$ cat src/rtl/serial_load_ctrl_pkg.sv
// ============================================================
// Package : serial_load_ctrl_pkg
// Brief   : State encodings and default width for the serial-load sequencer.
// Rev     : 1.0
// ============================================================
`default_nettype none

package serial_load_ctrl_pkg;

  localparam int unsigned c_W_DEFAULT = 5;

  typedef logic [1:0] state_t;

  localparam state_t S_IDLE  = 2'd0;
  localparam state_t S_CLEAR = 2'd1;
  localparam state_t S_SHIFT = 2'd2;
  localparam state_t S_DONE  = 2'd3;

endpackage

`default_nettype wire

$ cat src/rtl/serial_load_ctrl_bit_counter.sv
// ============================================================
// Module : serial_load_ctrl_bit_counter
// Brief  : Saturating bit counter with sync clear and terminal flag at W-1.
// Rev    : 1.0
// ============================================================
`default_nettype none

module serial_load_ctrl_bit_counter #(
  parameter int W     = 5,
  parameter int CNT_W = $clog2(W)
) (
  input  logic             clk,
  input  logic             rst,
  input  logic             i_en,
  input  logic             i_clr,
  output logic [CNT_W-1:0] o_count,
  output logic             o_tc
);

  logic [CNT_W-1:0] r_count;
  logic             w_tc;

  assign w_tc = (r_count == CNT_W'(W - 1));

  // Saturates at W-1 so a stray enable can never produce an extra shift
  always_ff @(posedge clk or negedge rst) begin
    if (!rst) begin
      r_count <= '0;
    end else if (i_clr) begin
      r_count <= '0;
    end else if (i_en && !w_tc) begin
      r_count <= r_count + CNT_W'(1);
    end
  end

  assign o_count = r_count;
  assign o_tc    = w_tc;

endmodule

`default_nettype wire

$ cat src/rtl/serial_load_ctrl.sv
// ============================================================
// Module : serial_load_ctrl
// Brief  : Captures a word on start/ready, pulses clear, streams it MSB-first.
// Rev    : 1.0
// ============================================================
`default_nettype none

module serial_load_ctrl
  import serial_load_ctrl_pkg::*;
#(
  parameter int W = c_W_DEFAULT
) (
  input  logic         clk,
  input  logic         rst,
  input  logic         start,
  input  logic [W-1:0] data_in,
  input  logic         hold,
  input  logic         abort,
  output logic         ready,
  output logic         clr_out,
  output logic         shift_en,
  output logic         ser_bit,
  output logic         done
);

  localparam int CNT_W = $clog2(W);

  state_t           r_state;
  state_t           w_next_state;
  logic [W-1:0]     r_shadow;
  logic [W-1:0]     w_shadow_rev;
  logic [CNT_W-1:0] w_count;
  logic [CNT_W-1:0] w_next_idx;
  logic             w_tc;
  logic             w_accept;
  logic             w_cnt_clr;
  logic             w_cnt_en;
  logic             r_clr_out, r_shift_en, r_ser_bit, r_done;
  logic             w_clr_d, w_shift_d, w_bit_d, w_done_d;

  // Reversed view lets the counter index the word MSB-first directly
  generate
    for (genvar gi = 0; gi < W; gi++) begin : g_rev
      assign w_shadow_rev[gi] = r_shadow[W-1-gi];
    end
  endgenerate

  // Counter holds the index of the bit currently on ser_bit
  serial_load_ctrl_bit_counter #(
    .W     (W),
    .CNT_W (CNT_W)
  ) u_bit_counter (
    .clk     (clk),
    .rst     (rst),
    .i_en    (w_cnt_en),
    .i_clr   (w_cnt_clr),
    .o_count (w_count),
    .o_tc    (w_tc)
  );

  assign w_next_idx = w_count + CNT_W'(1);
  assign w_accept   = (r_state == S_IDLE) && start && !abort;

  always_ff @(posedge clk or negedge rst) begin
    if (!rst) begin
      r_state <= S_IDLE;
    end else begin
      r_state <= w_next_state;
    end
  end

  always_comb begin
    w_next_state = r_state;
    if (abort) begin
      w_next_state = S_IDLE;
    end else begin
      case (r_state)
        S_IDLE:  if (start) w_next_state = S_CLEAR;
        S_CLEAR: w_next_state = S_SHIFT;
        S_SHIFT: if (!hold && w_tc) w_next_state = S_DONE;
        S_DONE:  w_next_state = S_IDLE;
        default: w_next_state = S_IDLE;
      endcase
    end
  end

  // Next values of the registered outputs; bit 0 leaves on the CLEAR edge
  always_comb begin
    w_clr_d   = 1'b0;
    w_shift_d = 1'b0;
    w_bit_d   = r_ser_bit;
    w_done_d  = 1'b0;
    w_cnt_clr = 1'b0;
    w_cnt_en  = 1'b0;
    if (!abort) begin
      case (r_state)
        S_IDLE: begin
          w_clr_d = start;
        end
        S_CLEAR: begin
          w_shift_d = 1'b1;
          w_bit_d   = w_shadow_rev[0];
          w_cnt_clr = 1'b1;
        end
        S_SHIFT: begin
          if (!hold) begin
            if (w_tc) begin
              w_done_d = 1'b1;
            end else begin
              w_shift_d = 1'b1;
              w_bit_d   = w_shadow_rev[w_next_idx];
              w_cnt_en  = 1'b1;
            end
          end
        end
        default: begin
          w_done_d = 1'b0;
        end
      endcase
    end
  end

  always_ff @(posedge clk or negedge rst) begin
    if (!rst) begin
      r_shadow   <= '0;
      r_clr_out  <= 1'b0;
      r_shift_en <= 1'b0;
      r_ser_bit  <= 1'b0;
      r_done     <= 1'b0;
    end else begin
      if (w_accept) begin
        r_shadow <= data_in;
      end
      r_clr_out  <= w_clr_d;
      r_shift_en <= w_shift_d;
      r_ser_bit  <= w_bit_d;
      r_done     <= w_done_d;
    end
  end

  assign ready    = (r_state == S_IDLE);
  assign clr_out  = r_clr_out;
  assign shift_en = r_shift_en;
  assign ser_bit  = r_ser_bit;
  assign done     = r_done;

endmodule

`default_nettype wire

$ cat config.mk
export PLATFORM = sky130hd
export DESIGN_NAME = serial_load_ctrl
export DESIGN_NICKNAME = d
export VERILOG_FILES = /design/src/rtl/serial_load_ctrl_pkg.sv /design/src/rtl/serial_load_ctrl_bit_counter.sv /design/src/rtl/serial_load_ctrl.sv
export SDC_FILE = /design/constraint.sdc
export NUM_CORES = 1
export LEC_CHECK = 0
export BUFFER_PORTS_ARGS = -buffer_cell sky130_fd_sc_hd__buf_2
export CAP_MARGIN = 20
export CORE_UTILIZATION = 49
export CTS_CLUSTER_SIZE = 12
export DETAILED_ROUTE_END_ITERATION = 8
export PLACE_DENSITY = 0.78
export SLEW_MARGIN = 10
export SYNTH_ARGS = -nofsm -noshare
export SYNTH_HDL_FRONTEND = slang
export SYNTH_SLANG_ARGS = --single-unit
$ cat constraint.sdc
create_clock -name clk -period 1.8 [get_ports clk]
set_input_delay 0.36 -clock clk [delete_from_list [all_inputs] [get_ports clk]]
set_output_delay 0.36 -clock clk [all_outputs]
set_load 0.01 [all_outputs]
==> summary.txt, run 1 <==
Hold path
  • Hold Crit Class: primary input to register
  • HP Start: data_in[2]
  • Min-Delay Endpoint: r_shadow[2]
  • WHS Path Cells: 2

Global route
  • Total gr overflow: 0
  • Initial antenna violation count: 0
  • Largest net degree at the start of global routing: 15
  • First-pass GRT wire length: ~2.4 mm
  • Vias in the first global route: 511
  • Tot GR Track Use: 0.232

Route
  • Initial DRT Pass Iterations: 4
  • Drt drc: 0
  • Routed vias: between 500 and 600
  • Vias/cell: 5.45
  • ANT nets after route: 0
  • WL/cell: 14.4 µm
  • Routed wire length: around 1.5 mm
  • Drt initial violations: 35

Yosys
  • Syn. warnings: 0
  • Synth top area cells: dfrtp_1 47%, ha_1 10%, mux2_2 7.5%
  • Seq/Total Area, Yosys: 0.465
  • Syn Std Cell Area: 753 µm²
  • Yosys reg bits: 14
  • Synth unique cells: 23
  • Synth Instances: 69
  • Syn_nets: 85
  • Yosys top cell by area: dfrtp_1
  • Avg Synthesized Cell Area: about 11 µm²
  • Top cell type's share of synthesized area: 0.465

Power and ir drop
  • Clock power frac: 0.176
  • PD cells: 1430 nW/µm²
  • Switching Share: 0.353
  • Worst vdd ir: roughly 0.00092 V
  • Pint: 0.830 mW
  • P_leak: 0.438 nW
  • Pwr Total: 1.28 mW
  • Sequential power share: 0.399
  • Switching power: 0.452 mW
  • Comb pwr share: 0.425

Floorplanning
  • Die Y: approximately 40 µm
  • Initial core utilization: 0.551
  • Die extent in x: 41.2 µm
  • I/O pins: 15
  • FP Rows: 13
  • CORE AREA: 1370 µm²
  • Die ar.: 1700 µm²

Critical path
  • Setup crit start kind: register
  • Setup crit end kind: register
  • Crit path max fanout: 4
  • Arr. time, crit path: 1.85 ns
  • R2R setup slack: 0.13 ns
  • Register-to-Register Path Depth: 6
  • Critical Path RT: roughly 2.0 ns
  • Critical path class: register to register
  • RR Endpoint: ser_bit
  • FF-to-FF Start: u_bit_counter.o_count[0]

Clock tree
  • # resized after CTS: 0
  • Post-CTS Hold Fix Bufs: 1
  • Worst skew pair latency: approximately 0.28 ns
  • Clock sink count: 14
  • CTS tree: built
  • Max Buffers Root-to-Sink: 2
  • H-Tree Depth: 1
  • Num CTS Buffers: 3
  • Clock Root Buffer: clkbuf_4
  • CTS clk-pin slew, worst paths: approximately 0.080 ns
  • Post-CTS setup repair buffer count: 0

STA
  • Fmax: 597 MHz
  • Final Hold Vio Count: 0
  • RSZ-0062 raised after global routing: no
  • Slew @ Worst Pin: approximately 0.34 ns
  • Final TNS setup: 0 ns
  • Clk_skew: roughly 0.0022 ns
  • Min Clock Period, post-route: 1.67 ns
  • Worst slew margin: 0.774
  • Final Slew Violations: 0
  • Final Cycle Share: 0.930
  • # setup viols final: 0

Placement
  • IO buf count: 14
  • DPL Wire Length: 1.07 mm
  • GPL Wtd Cong: ~0.83

Final layout
  • Finished Core Util: 0.656
  • Final nets: approximately 110
  • Most frequent cells in the layout: 14 x dfrtp_1, 14 x buf_2, 7 x nand2_1
  • Share of layout cells above drive strength 1: 0.292
  • Area delta synth->final: 18.9%
  • ANT cells: 0

Job
  • Max_cap viols: 0

Status
  • Outcome: completed
-- power groups by stage --
stage	combinational, mW	clock, mW	sequential (mW)
after floorplan	0.392	0	0.498
after global placement	0.506	0	0.507
after detailed placement	0.533	0	0.512
after CTS	0.546	0.234	0.508
after global routing	0.598	0.249	0.525
final	0.546	0.225	0.511
-- worst max path at each step --
stage                             start  endpoint  depth (start not counted)
2_1_floorplan  u_bit_counter.o_count[0]   ser_bit                          6
3_3_place_gp   u_bit_counter.o_count[0]   ser_bit                          6
3_5_place_dp   u_bit_counter.o_count[0]   ser_bit                          6
4_1_cts        u_bit_counter.o_count[0]   ser_bit                          6
5_1_grt        u_bit_counter.o_count[0]   ser_bit                          6
6_report       u_bit_counter.o_count[0]   ser_bit                          6
-- synth_stat cells, drive strengths merged --
cell type and count:
o31ai 1, nand2b 1, or2b 1, a21o 1, ha 6, o311ai 1
nor2 3, dfrtp 14, a22o 1, nor3b 1, nand2 7, o211a 1
inv 6, a21oi 3, xor2 1, mux4 1, mux2 5, nor2b 4
a2bb2oi 1, nand3 3, nand3b 2, xnor2 2, o21ai 3
-- registers in the layout, indices dropped and copies added (netlist names) --
| register | flops |
|---|---|
| ser_bit | 1 |
| clr_out | 1 |
| u_bit_counter.o_count | 3 |
| done | 1 |
| r_shadow | 5 |
| r_state | 2 |
| shift_en | 1 |
-- critical path: stages, from the launching register on --
cell      delay, ns
dfrtp_1        0.41
inv_1          0.09
ha_1           0.34
mux4_2         0.30
nand2_1        0.08
o311ai_1       0.09
a22o_1         0.25
-- metal layers --
metal  GRT usage  share of wire  vias up
met2       0.344           0.49       24
met5           0              0        -
met3      0.0652          0.052        2
met4       0.121         0.0067        0
li1            -              -      279
met1       0.305           0.45      262
-- area by class of cell --
cell class,instances,area (µm²)
sequential,14,350
fill,105,470
inverter,6,22.5
multi-input combinational,49,380
tap,15,18.8
timing repair buffer,16,87.6
clock buffer,4,36.3
-- through the flow --
stage	cell area, µm²	instances	worst slack [ns]	hold slack (ns)
after floorplan	753	69	0.247	0.0644
after global placement	850	99	0.213	0.275
after detailed placement	850	99	0.160	0.268
after CTS	896	104	0.134	0.297
after global routing	896	104	0.0314	0.298
final	896	104	0.126	0.306
-- logic make-up after synthesis --
group	after synthesis	share of synthesized area
fa+ha+maj	6	0.0997
mux	6	0.105
compound gates	12	0.108
buf+inv	6	0.0299
simple gates	22	0.158
flops	14	0.465
xor+xnor	3	0.0349
No activity file was read; power rests on OpenSTA's default activity.
==> run 2: changes to the inputs <==
RECOVER_POWER = 100   (was default)
==> summary.txt, run 2 (synthesis results as in run 1) <==
Final layout
  • Share of layout cells above drive strength 1: 0.202
  • Area delta synth->final: 16.8%
  • Final nets: roughly 110
  • ANT cells: 0
  • Layout fillers: approximately 110
  • Number of flip-flops in the largest register: 5
  • Commonest non-fill, non-tap cell in the layout: dfrtp_1
  • Most frequent cells in the layout: 14 x dfrtp_1, 8 x buf_2, 7 x nand2_1, 7 x clkbuf_1
  • Finished Core Util: 0.644
  • Largest Register: r_shadow

Floorplanning
  • I/O pins: 15
  • Die extent in x: approximately 41 µm
  • Initial core utilization: 0.551
  • CORE AREA: 1370 µm²
  • FP Rows: 13
  • Die Y: 41.2 µm
  • Die ar.: 1700 µm²

Placement
  • IO buf count: 14
  • DPL Wire Length: ~1.1 mm
  • GPL Wtd Cong: between 0.8 and 0.9

STA
  • Fmax: between 500 and 600 MHz
  • RSZ-0062 raised after global routing: no
  • # setup viols final: 0
  • Final Slew Violations: 0
  • Min Clock Period, post-route: 1.68 ns
  • Slew @ Worst Pin: about 0.7 ns
  • Final TNS setup: 0 ns
  • Final Hold Vio Count: 0
  • Worst slew margin: 0.525
  • Min Hold Slack: 0.306 ns
  • Clk_skew: 0.00331 ns
  • Final Cycle Share: 0.931

Clock tree
  • Worst skew pair latency: 0.28 ns
  • Post-CTS Hold Fix Bufs: 1
  • Num CTS Buffers: 3
  • # resized after CTS: 0
  • CTS clk-pin slew, worst paths: roughly 0.08 ns
  • Clock Root Buffer: clkbuf_4
  • H-Tree Depth: 1
  • Clock sink count: 14
  • Post-CTS setup repair buffer count: 0
  • Max Buffers Root-to-Sink: 2
  • CTS tree: built

Global route
  • Vias in the first global route: 511
  • Tot GR Track Use: 0.232
  • Initial antenna violation count: 0
  • Largest net degree at the start of global routing: 15
  • First-pass GRT wire length: 2.39 mm
  • Total gr overflow: 0

Critical path
  • Slowest stage delay, CP: ~0.42 ns
  • RR Endpoint: u_bit_counter.o_count[1]
  • Arr. time, crit path: 1.89 ns
  • Critical path class: register to register
  • Setup crit end kind: register
  • Slowest cell on crit path: dfrtp_1
  • Cell breakdown of the critical path: inv_1 > ha_1 > nor3b_1 > clkbuf_1 > nand3_1 > a21oi_1
  • Critical Path RT: roughly 2.0 ns
  • Setup crit start kind: register
  • Crit path max fanout: 7
  • Register-to-Register Path Depth: 6
  • FF-to-FF Start: r_state[0]
  • R2R setup slack: 0.12 ns

Route
  • WL/cell: 14.5 µm
  • Drt drc: 0
  • Routed vias: 583
  • Drt initial violations: 20
  • ANT nets after route: 0
  • Initial DRT Pass Iterations: 4
  • Routed wire length: about 1.5 mm
  • Vias/cell: 5.61

Power and ir drop
  • PD cells: 1440 nW/µm²
  • P_leak: about 0.4 nW
  • Pwr Total: about 1.3 mW
  • Worst vdd ir: 0.000919 V

Status
  • Outcome: completed

Hold path
  • HP Start: data_in[2]
  • WHS Path Cells: 2
  • Hold Crit Class: primary input to register
  • Min-Delay Endpoint: r_shadow[2]

Job
  • Max_cap viols: 0
run 2: cell count changes in the layout (fill, tap and decap cells not counted), sizes merged:
cell | before | now
buf | 15 | 8
clkbuf | 4 | 11
run 2: how the worst max path moves through the flow:
| stage | startpoint | slack (ns) | endpoint | cells past startpoint |
|---|---|---|---|---|
| 4_1_cts | u_bit_counter.o_count[0] | 0.13 | ser_bit | 6 |
| 2_1_floorplan | u_bit_counter.o_count[0] | 0.25 | ser_bit | 6 |
| 3_3_place_gp | u_bit_counter.o_count[0] | 0.21 | ser_bit | 6 |
| 5_1_grt | u_bit_counter.o_count[0] | 0.03 | ser_bit | 6 |
| 3_5_place_dp | u_bit_counter.o_count[0] | 0.16 | ser_bit | 6 |
| 6_report | r_state[0] | 0.12 | u_bit_counter.o_count[1] | 6 |
run 2: layout make-up:
cell class / instances / area, µm² / share of cell area
multi-input cells: 49 / 375 / 0.427
clock buffers: 4 / 36.3 / 0.0413
well taps: 15 / 18.8 / 0.0213
flip-flops and latches: 14 / 350 / 0.398
inverters: 6 / 22.5 / 0.0256
repair buffers: 16 / 76.3 / 0.0868
run 2: metrics by stage:
| step | area (µm²) | std cells | setup slack, ns |
|---|---|---|---|
| detailed placement | 850 | 99 | 0.160 |
| floorplan | 753 | 69 | 0.247 |
| global placement | 850 | 99 | 0.213 |
| finish | 880 | 104 | 0.124 |
| CTS | 896 | 104 | 0.134 |
| global route | 880 | 104 | 0.0315 |
run 2: where the power goes:
part           switching, mW  internal [mW]  total [mW]
Clock                  0.102          0.123       0.225
Combinational          0.267          0.266       0.532
Sequential            0.0820          0.428       0.510
Total                  0.451          0.817        1.27
run 2: worst max-delay path: cells and delay by family, from the launching register on:
| kind | cells | cell delay, ns |
|---|---|---|
| and+or+nand+nor | 2 | 0.45 |
| adders and majority gates | 1 | 0.29 |
| AOI/OAI and AO/OA | 1 | 0.13 |
| DFF | 1 | 0.42 |
| buffers and inverters | 2 | 0.32 |
run 2: per-layer routing:
metal / vias to the layer above / wire length, µm / GRT usage / part of all wire
met5: - / 0 / 0 / 0
met4: 0 / 10 / 0.121 / 0.0066
met3: 2 / 86 / 0.0652 / 0.057
met2: 27 / 767 / 0.344 / 0.51
met1: 274 / 640 / 0.305 / 0.43
li1: 280 / - / - / -
==> run 3: changes to the inputs <==
--- a/config.mk
+++ b/config.mk
@@ -8,10 +8,9 @@
 export BUFFER_PORTS_ARGS = -buffer_cell sky130_fd_sc_hd__buf_2
 export CAP_MARGIN = 20
-export CORE_UTILIZATION = 49
+export CORE_UTILIZATION = 52
 export CTS_CLUSTER_SIZE = 12
 export DETAILED_ROUTE_END_ITERATION = 8
-export PLACE_DENSITY = 0.78
+export PLACE_DENSITY = 0.82
 export RECOVER_POWER = 100
-export SLEW_MARGIN = 10
 export SYNTH_ARGS = -nofsm -noshare
 export SYNTH_HDL_FRONTEND = slang
==> constraint.sdc (replaced) <==
create_clock -name clk -period 1.8 [get_ports clk]
set_input_delay 0.09 -clock clk [delete_from_list [all_inputs] [get_ports clk]]
set_output_delay 0.09 -clock clk [all_outputs]
set_load 0.01 [all_outputs]
==> summary.txt, run 3 (synthesis results as in run 1) <==
STA
  • Fmax: 591 MHz
  • Min Clock Period, post-route: 1.69 ns
  • Final TNS setup: 0 ns
  • # setup viols final: 0
  • Final Cycle Share: 0.941
  • Worst slew margin: 0.508
  • Slew @ Worst Pin: around 0.74 ns
  • Clk_skew: about 0.0033 ns
  • Final Hold Vio Count: 0
  • RSZ-0062 raised after global routing: no
  • Final Slew Violations: 0

Critical path
  • Setup crit start kind: register
  • WP buf/inv: 1
  • Critical Path RT: 1.97 ns
  • Critical path class: register to register
  • Cell breakdown of the critical path: inv_1 > ha_1 > mux4_2 > nand2_1 > o311ai_1 > a22o_1
  • Arr. time, crit path: 1.86 ns
  • Crit path max fanout: 4
  • Delay-heaviest family, CP: flip-flops
  • Setup crit end kind: register
  • Slowest cell on crit path: dfrtp_1
  • Slowest stage delay, CP: 0.44 ns

Final layout
  • Most frequent cells in the layout: 14 x dfrtp_1, 8 x buf_2, 7 x nand2_1
  • Area delta synth->final: 16.9%
  • Number of flip-flops in the largest register: 5
  • Commonest non-fill, non-tap cell in the layout: dfrtp_1
  • Final instance area: 881 µm²
  • Layout fillers: 100
  • ANT cells: 0
  • Share of layout cells above drive strength 1: 0.216
  • Largest Register: r_shadow
  • Final nets: 105

Clock tree
  • Clock sink count: 14
  • Post-CTS setup repair buffer count: 0
  • Clock Root Buffer: clkbuf_4
  • CTS tree: built
  • Worst skew pair latency: 0.27 ns
  • CTS clk-pin slew, worst paths: 0.08 ns
  • Max Buffers Root-to-Sink: 2
  • H-Tree Depth: 1
  • Num CTS Buffers: 3

Job
  • Max_cap viols: 0

Floorplanning
  • I/O pins: 15
  • Die Y: roughly 40 µm
  • Die ar.: between 1500 and 2000 µm²
  • Die extent in x: 40.1 µm
  • Initial core utilization: 0.572
  • CORE AREA: roughly 1300 µm²
  • FP Rows: 13

Hold path
  • Hold Crit Class: primary input to register

Placement
  • DPL Wire Length: 1.10 mm
  • IO buf count: 14
  • Area after DPL: about 840 µm²
  • GPL Wtd Cong: 0.813

Route
  • WL/cell: 14.1 µm
  • Initial DRT Pass Iterations: 4
  • Routed wire length: 1.45 mm
  • ANT nets after route: 0
  • Drt drc: 0
  • Drt initial violations: 13
  • Routed vias: 591
  • Vias/cell: 5.74

Power and ir drop
  • PD cells: 1440 nW/µm²
  • P_leak: 0.412 nW
  • Worst vdd ir: between 0.0009 and 0.001 V

Global route
  • Total gr overflow: 0
  • Initial antenna violation count: 0
  • Vias in the first global route: 570
  • First-pass GRT wire length: between 2 and 2.5 mm
  • Largest net degree at the start of global routing: 15
  • Tot GR Track Use: 0.231

Status
  • Outcome: completed
## run 3: area by class of cell
class | count | area, µm² | share of cell area
inverter | 6 | 22.5 | 0.0256
sequential | 14 | 350 | 0.398
multi-input combinational | 49 | 380 | 0.432
clock buffer | 4 | 36.3 | 0.0412
timing repair buffer | 15 | 72.6 | 0.0824
tap | 15 | 18.8 | 0.0213
## run 3: metal layers
| layer | track usage | wire, µm |
|---|---|---|
| met1 | 0.283 | 623 |
| met2 | 0.363 | 713 |
| met3 | 0.0722 | 71 |
| met4 | 0.112 | 43 |
| met5 | 0 | 0 |
## run 3: through the flow
stage	cells	setup slack, ns	power (mW)	util	hold WS (ns)
2_1_floorplan	69	0.247	0.890	-	-0.206
4_1_cts	103	0.107	1.27	0.674	0.0340
3_5_place_dp	98	0.150	1.04	0.639	-0.00291
5_1_grt	103	0.00424	1.36	0.669	0.0289
3_3_place_gp	98	0.218	1.01	0.639	-0.00239
6_report	103	0.107	1.26	0.669	0.0400
## run 3: final timing paths
check | from | to | slack, ns | cells after the start
max | u_bit_counter.o_count[0] | ser_bit | 0.11 | 6
min | data_in[2] | r_shadow[2] | 0.04 | 2
max reg2reg | u_bit_counter.o_count[0] | ser_bit | 0.11 | 6
min reg2reg | r_shadow[3] | r_shadow[3] | 0.51 | 1
max in group asynchronous | rst | r_shadow[2] | 0.96 | 2
min in group asynchronous | rst | shift_en | 0.38 | 2
## run 3: timing repair
item                                    CTS  global route
hold buffers                              1             0
resized for setup                         0             0
endpoints found under the hold margin    14             0
endpoints found under the setup margin    0             0
## run 3: power breakdown
part | internal (mW) | switching (mW)
clock network | 0.123 | 0.100
logic | 0.266 | 0.261
registers | 0.428 | 0.0870
total | 0.817 | 0.448
